<file path="src/rtl/sap_control_sequencer.sv">
// T-state control sequencer for the 8-bit CPU: a six-step fetch/execute machine
// whose outputs are a combinational decode of the current step, opcode and carry.
module sap_control_sequencer #(
  parameter int OPCODE_W    = 4,
  parameter bit SHORT_CYCLE = 1'b0
) (
  input  logic                clk,
  input  logic                rst_n,
  input  logic                i_step_en,
  input  logic [OPCODE_W-1:0] i_opcode,
  input  logic                i_alu_cf,
  output logic                o_pc_clr_n,
  output logic                o_pc_cp,
  output logic                o_pc_ep,
  output logic                o_pc_lp,
  output logic                o_mar_lm,
  output logic                o_ram_ce,
  output logic                o_ir_li,
  output logic                o_ir_ei,
  output logic                o_a_la,
  output logic                o_a_ea,
  output logic                o_b_lb,
  output logic                o_alu_su,
  output logic                o_alu_eu,
  output logic                o_out_lo,
  output logic                o_halted,
  output logic [2:0]          o_t_state
);

  typedef enum logic [2:0] {
    S_INIT = 3'd0,
    S_T1   = 3'd1,
    S_T2   = 3'd2,
    S_T3   = 3'd3,
    S_T4   = 3'd4,
    S_T5   = 3'd5,
    S_T6   = 3'd6,
    S_HALT = 3'd7
  } state_t;

  localparam logic [OPCODE_W-1:0] OP_LDA = OPCODE_W'(4'h0);
  localparam logic [OPCODE_W-1:0] OP_ADD = OPCODE_W'(4'h1);
  localparam logic [OPCODE_W-1:0] OP_SUB = OPCODE_W'(4'h2);
  localparam logic [OPCODE_W-1:0] OP_JMP = OPCODE_W'(4'h3);
  localparam logic [OPCODE_W-1:0] OP_JC  = OPCODE_W'(4'h4);
  localparam logic [OPCODE_W-1:0] OP_OUT = OPCODE_W'(4'hE);
  localparam logic [OPCODE_W-1:0] OP_HLT = OPCODE_W'(4'hF);

  state_t r_state;
  state_t w_state_step;
  state_t w_state_next;

  logic w_is_lda, w_is_add, w_is_sub, w_is_jmp, w_is_jc, w_is_out, w_is_hlt;
  logic w_is_arith;
  logic w_cp, w_lp, w_lm, w_li, w_la, w_lb, w_lo;

  assign w_is_lda   = (i_opcode == OP_LDA);
  assign w_is_add   = (i_opcode == OP_ADD);
  assign w_is_sub   = (i_opcode == OP_SUB);
  assign w_is_jmp   = (i_opcode == OP_JMP);
  assign w_is_jc    = (i_opcode == OP_JC);
  assign w_is_out   = (i_opcode == OP_OUT);
  assign w_is_hlt   = (i_opcode == OP_HLT);
  assign w_is_arith = w_is_add | w_is_sub;

  always_ff @(posedge clk or negedge rst_n) begin
    if (!rst_n) begin
      r_state <= S_INIT;
    end else begin
      r_state <= w_state_next;
    end
  end

  always_comb begin
    w_state_step = r_state;
    o_pc_clr_n   = 1'b1;
    o_pc_ep      = 1'b0;
    o_ram_ce     = 1'b0;
    o_ir_ei      = 1'b0;
    o_a_ea       = 1'b0;
    o_alu_eu     = 1'b0;
    o_alu_su     = 1'b0;
    o_halted     = 1'b0;
    w_cp         = 1'b0;
    w_lp         = 1'b0;
    w_lm         = 1'b0;
    w_li         = 1'b0;
    w_la         = 1'b0;
    w_lb         = 1'b0;
    w_lo         = 1'b0;
    case (r_state)
      S_INIT: begin
        o_pc_clr_n   = 1'b0;
        w_state_step = S_T1;
      end
      S_T1: begin
        o_pc_ep      = 1'b1;
        w_lm         = 1'b1;
        w_state_step = S_T2;
      end
      S_T2: begin
        w_cp         = 1'b1;
        w_state_step = S_T3;
      end
      S_T3: begin
        o_ram_ce     = 1'b1;
        w_li         = 1'b1;
        w_state_step = S_T4;
      end
      S_T4: begin
        w_state_step = S_T5;
        if (w_is_lda || w_is_arith) begin
          o_ir_ei = 1'b1;
          w_lm    = 1'b1;
        end else if (w_is_hlt) begin
          w_state_step = S_HALT;
        end else begin
          if (w_is_jmp || w_is_jc) begin
            o_ir_ei = 1'b1;
            w_lp    = w_is_jmp | i_alu_cf;
          end else if (w_is_out) begin
            o_a_ea = 1'b1;
            w_lo   = 1'b1;
          end
          // JMP, JC, OUT and NOP have nothing left to do after T4.
          if (SHORT_CYCLE) w_state_step = S_T1;
        end
      end
      S_T5: begin
        w_state_step = S_T6;
        if (w_is_lda) begin
          o_ram_ce = 1'b1;
          w_la     = 1'b1;
          if (SHORT_CYCLE) w_state_step = S_T1;
        end else if (w_is_arith) begin
          o_ram_ce = 1'b1;
          w_lb     = 1'b1;
        end
      end
      S_T6: begin
        w_state_step = S_T1;
        if (w_is_arith) begin
          o_alu_eu = 1'b1;
          w_la     = 1'b1;
          o_alu_su = w_is_sub;
        end
      end
      S_HALT: begin
        o_halted     = 1'b1;
        w_state_step = S_HALT;
      end
      default: w_state_step = S_INIT;
    endcase
    w_state_next = i_step_en ? w_state_step : r_state;
  end

  // Load/count strobes only fire on cycles that actually advance the machine.
  assign o_pc_cp   = w_cp & i_step_en;
  assign o_pc_lp   = w_lp & i_step_en;
  assign o_mar_lm  = w_lm & i_step_en;
  assign o_ir_li   = w_li & i_step_en;
  assign o_a_la    = w_la & i_step_en;
  assign o_b_lb    = w_lb & i_step_en;
  assign o_out_lo  = w_lo & i_step_en;
  assign o_t_state = r_state;

endmodule
</file>
<file path="config.mk">
export PLATFORM = sky130hd
export DESIGN_NAME = sap_control_sequencer
export DESIGN_NICKNAME = d
export VERILOG_FILES = /design/src/rtl/sap_control_sequencer.sv
export SDC_FILE = /design/constraint.sdc
export NUM_CORES = 1
export LEC_CHECK = 0
export CORE_AREA = 2 2 39 41
export DETAILED_ROUTE_END_ITERATION = 8
export DIE_AREA = 0 0 41 43
export PLACE_DENSITY = 0.66
export SYNTH_ARGS = -nofsm -noshare
export SYNTH_HDL_FRONTEND = slang
export SYNTH_SLANG_ARGS = --single-unit
export TNS_END_PERCENT = 20
</file>
<file path="constraint.sdc">
create_clock -name clk -period 1.1 [get_ports clk]
set_input_delay 0.11 -clock clk [delete_from_list [all_inputs] [get_ports clk]]
set_output_delay 0.11 -clock clk [all_outputs]
set_load 0.03 [all_outputs]
</file>
; ---- Word level (Yosys, flattened, before mapping)
; Index checks and enable logic that the tools add are counted.
[word_totals]
regBits = 3
out_inout_bits = 18
in_bits = 8
wordCells = 61
[op_classes]
n_bitwise = 9
muxes = 33
eq_ne = 13
n_reduce_logical = 5
[op_table]
columns = operator, count
row1 = $mux W1, 27
row2 = $pmux W3 S7, 1
row3 = $eq A3 B3 Y1 const B, 4
row4 = $eq A4 B2 Y1 const B, 2
row5 = $eq A4 B4 Y1 const B, 2
row6 = $and A1 B1 Y1, 7
row7 = $eq A3 B2 Y1 const B, 2
row8 = $pmux W1 S2, 3
row9 = $eq A4 B1 Y1 const B, 1
row10 = $eq A4 B3 Y1 const B, 1
row11 = $logic_not A4 Y1, 1
row12 = $mux W2, 2
row13 = $eq A3 B1 Y1 const B, 1
row14 = $logic_not A3 Y1, 1
row15 = $logic_or A1 B1 Y1, 2
row16 = $or A1 B1 Y1, 2
row17 = $reduce_or A2 Y1, 1

; ---- Longest topological paths before layout
[depth]
depth_word = 7
depth_mapped = 4
ltp_nobuf = 3

; ---- Worst setup path after synthesis
; No wires, ideal clock.
[synth_timing]
path_kind = reg2out
from = reg r_state[1] (netlist: o_t_state[1])
to = out o_mar_lm
t_arrival_ns = 2.005
t_required_ns = 0.990
path_slack_ns = -1.015
path_stages_with_launch = 5
path_buffers = 1
path_cell_list = dfrtp_1 buf_2 nor3b_1 a31oi_1 nor2_1
[synth_via]
elab_chain_len = 3
word_cells_on_any_way = 4
cone_classes = eq/ne: 2 / mux: 1 / bitwise: 1
[synth_lines]
columns = item, line_no
row1 = "start, declared", 49  ; state_t r_state;
row2 = "start signal, assigned", 70  ; r_state <= w_state_next;
row3 = $eq A3 B3 Y1 or $eq A3 B1 Y1 (tied branches), 91  ; case (r_state)
row4 = $pmux W1 S2 *, 91
row5 = $and A1 B1 Y1 *, 160  ; assign o_mar_lm = w_lm & i_step_en;
row6 = "end, declared", 16  ; output logic o_mar_lm,
; Mark *: on every way between the ends. The rest lies on a longest branch, timed or not.

; ---- Worst setup path after layout
[layout_timing]
from = reg r_state[1] (netlist: o_t_state[1])
to = out o_a_la
[layout_via]
elab_chain_len = 3
word_cells_on_any_way = 4
cone_classes = eq/ne: 2 / mux: 1 / bitwise: 1
[layout_lines]
columns = item, line_no
row1 = $eq A3 B3 Y1, 91
row2 = $pmux W1 S2 *, 91
row3 = $and A1 B1 Y1 *, 162  ; assign o_a_la = w_la & i_step_en;
row4 = "end, declared", 20  ; output logic o_a_la,
; Marked as above.

==> out/results.txt <==
Synth-to-Final Area Change - 150%
sequential share of the synthesized area - 21.7%
share of cells above drive strength 1 - 60.9%
most frequent CP cell - buf_6
via count - 521
# port buffers - 25
Final Util - 62.7%
Hold Crit Class - in2async
register area - 78.8 µm²
Syn. warnings - 0
status - finished, violations left
leading post-synthesis cells by cell area - dfrtp_1 (22%), nor2_1 (8.7%), nor4_2 (7.2%), nand2_1 (6.5%), nor3_1 (4.3%)
PnR worst setup slack - -513 ps
syn nets - 57
grt ovf - 0
vias in the first global route - 497
worst relative slew slack - 71.1%
Clock Sink Count - 3
Chip Width - 41 µm
Placement Cell Area - 778 µm²
Place WS - -463 ps
violated checks - setup timing
CTS tree - done
P per Cell Area - 2160 mW/mm²
largest stage delay on the critical path - 400 ps
RSZ-0062 raised after global routing - true
Layout fillers - 126
Die Y - 43 µm
synthesized instance count - 49
core area - 0.00138 mm²
area fraction of the dominant cell type after synthesis - 21.7%
clk slew on worst S/H paths - 40 ps
Setup crit start kind - register
DRT iter0 DRCs - 12
Setup-failing EPs final - 17
Final Wtd Congestion - 0.766
crit path kind - reg2out
Initial Util - 25.0%
achievable frequency - 620 MHz
FP Rows - 14
CP cell instances - buf_6 -> and2b_2 -> nand4_1 -> o32ai_4 -> buf_6
clock skew - 1.23 ps
hold slack - 67.3 ps
final hold violation count - 0
Max Slew Vio Count - 0
cell area after layout - 867 µm²
Antenna Cells - 0
Min Clock Period, post-route - 1610 ps
initial antenna violation count - 0
clk buf depth - 2
Die Area - 0.00176 mm²
CTS HTree Levels - 1
CP endpoint kind - output port
Wirelength per Cell - 12.5 µm
Worst-Margin Slew - 430 ps
Vias/cell - 4.82
leak pwr - 0.382 nW
cells on worst reg2reg path - 5
period utilization - 147%
total track usage - 17.2%
Final ANT Viol Nets - 0
worst reg2reg endpoint - o_t_state[1]
Num CTS Buffers - 3
crit path DAT - 1500 ps
drc violations - 0
syn avg cell area - 7.07 µm²
footprint of the multi-input gates - 359 µm²
cell area after synthesis - 347 µm²
reg2reg start - o_t_state[1]
Post-Route WL - 1360 µm
worst skew pair latency - 230 ps
Req. time, crit path - 990 ps
number of synthesized register bits - 3
Slowest-stage cell, CP - dfrtp_2
library cells used by synthesis - 28
# hold bufs at CTS - 0
Post-layout nets - 101
Synth area leader - dfrtp_1
Worst VDD drop - 0.00148 V
DRT Pass-1 Iters - 3
CP Max Fanout - 4
Power Total - 1.88 mW
Worst R2R Setup Slack - -180 ps
max cap viols - 0
DPL Wire Length - 1070 µm
Root Driver - clkbuf_4
largest net degree at the start of global routing - 12
first-pass GRT wire length - 2050 µm
IO Pins - 26
critical path, delay by kind of cell, from the launching register on:
family | cells | cell delay [ps]
DFF | 1 | 400
buffers and inverters | 2 | 280
AOI/OAI and AO/OA | 1 | 150
and+or+nand+nor | 2 | 450
how the worst max path moves through the flow:
stage          cells after the start  slack, ps        to    startpoint
2_1_floorplan                      4       -420  o_mar_lm      register
3_3_place_gp                       6       -470  o_mar_lm   i_opcode[2]
3_5_place_dp                       5       -460   o_pc_lp   i_opcode[1]
4_1_cts                            5       -530    o_a_la  o_t_state[1]
5_1_grt                            5       -590    o_a_la  o_t_state[1]
6_report                           5       -510    o_a_la  o_t_state[1]
cell type report:
| cell class | instances | area share, % |
|---|---|---|
| multi-input cells | 42 | 41.4 |
| repair buffers | 41 | 43.3 |
| inverters | 2 | 0.866 |
| clock buffers | 4 | 3.03 |
| flip-flops and latches | 3 | 9.09 |
| well taps | 16 | 2.31 |
cell usage in the layout, fill, tap and decap left out, drive strengths merged:
cell type / n
buf: 33
nor2: 8
nand2: 7
clkdlybuf4s50: 5
clkbuf: 4
dfrtp: 3
nor4: 3
nor3: 3
a21oi: 2
nand4: 2
dlygate4sd2: 2
inv: 2
a211oi: 2
and3: 2
and2b: 1
nor2b: 1
xnor2: 1
or3: 1
or2: 1
o22a: 1
nor3b: 1
a31oi: 1
o32ai: 1
or2b: 1
a311oi: 1
and4: 1
o21ai: 1
clkdlybuf4s15: 1
per-layer routing:
layer	share of wire (%)	wire [µm]	track usage, %	vias up
li1	-	-	-	271
met3	5.4	73	3.66	0
met5	0	0	0	-
met1	41	562	19.6	236
met4	0	0	6.00	0
met2	53	719	29.4	14
repair_timing:
action / 4_1_cts / 5_1_grt
pin swaps: 7 / 5
resized for setup: 16 / 4
endpoints found under the setup margin: 16 / 19
setup buffers: 1 / 0
cell usage after synthesis (all sizes together):
cell type,count
a211oi,2
a21oi,2
a311oi,1
a31oi,1
and2b,1
and3,2
and4,1
buf,2
dfrtp,3
inv,2
nand2,7
nand4,2
nor2,8
nor2b,1
nor3,3
nor3b,1
nor4,3
o21ai,1
o22a,1
o32ai,1
or2,1
or2b,1
or3,1
xnor2,1
cells by family after synthesis:
kind of cell,Yosys count,synth area share (%)
AOI/OAI and AO/OA,9,18.1
xor gates and xnor gates,1,2.53
buffers and inverters,4,5.05
DFF,3,21.7
and+or+nand+nor,32,52.7
stage by stage:
step,cells,setup TNS (ps)
global placement,103,-5350
floorplan,49,-4530
global route,108,-7270
finish,108,-6080
detailed placement,103,-5440
CTS,108,-6420
power breakdown:
group / switching (mW) / leakage (nW) / internal [mW]
logic: 0.857 / 0.336 / 0.618
registers: 0.0371 / 0.0316 / 0.177
clock network: 0.0505 / 0.0150 / 0.136
total: 0.945 / 0.382 / 0.931
Power figures use the tool's default switching activity.
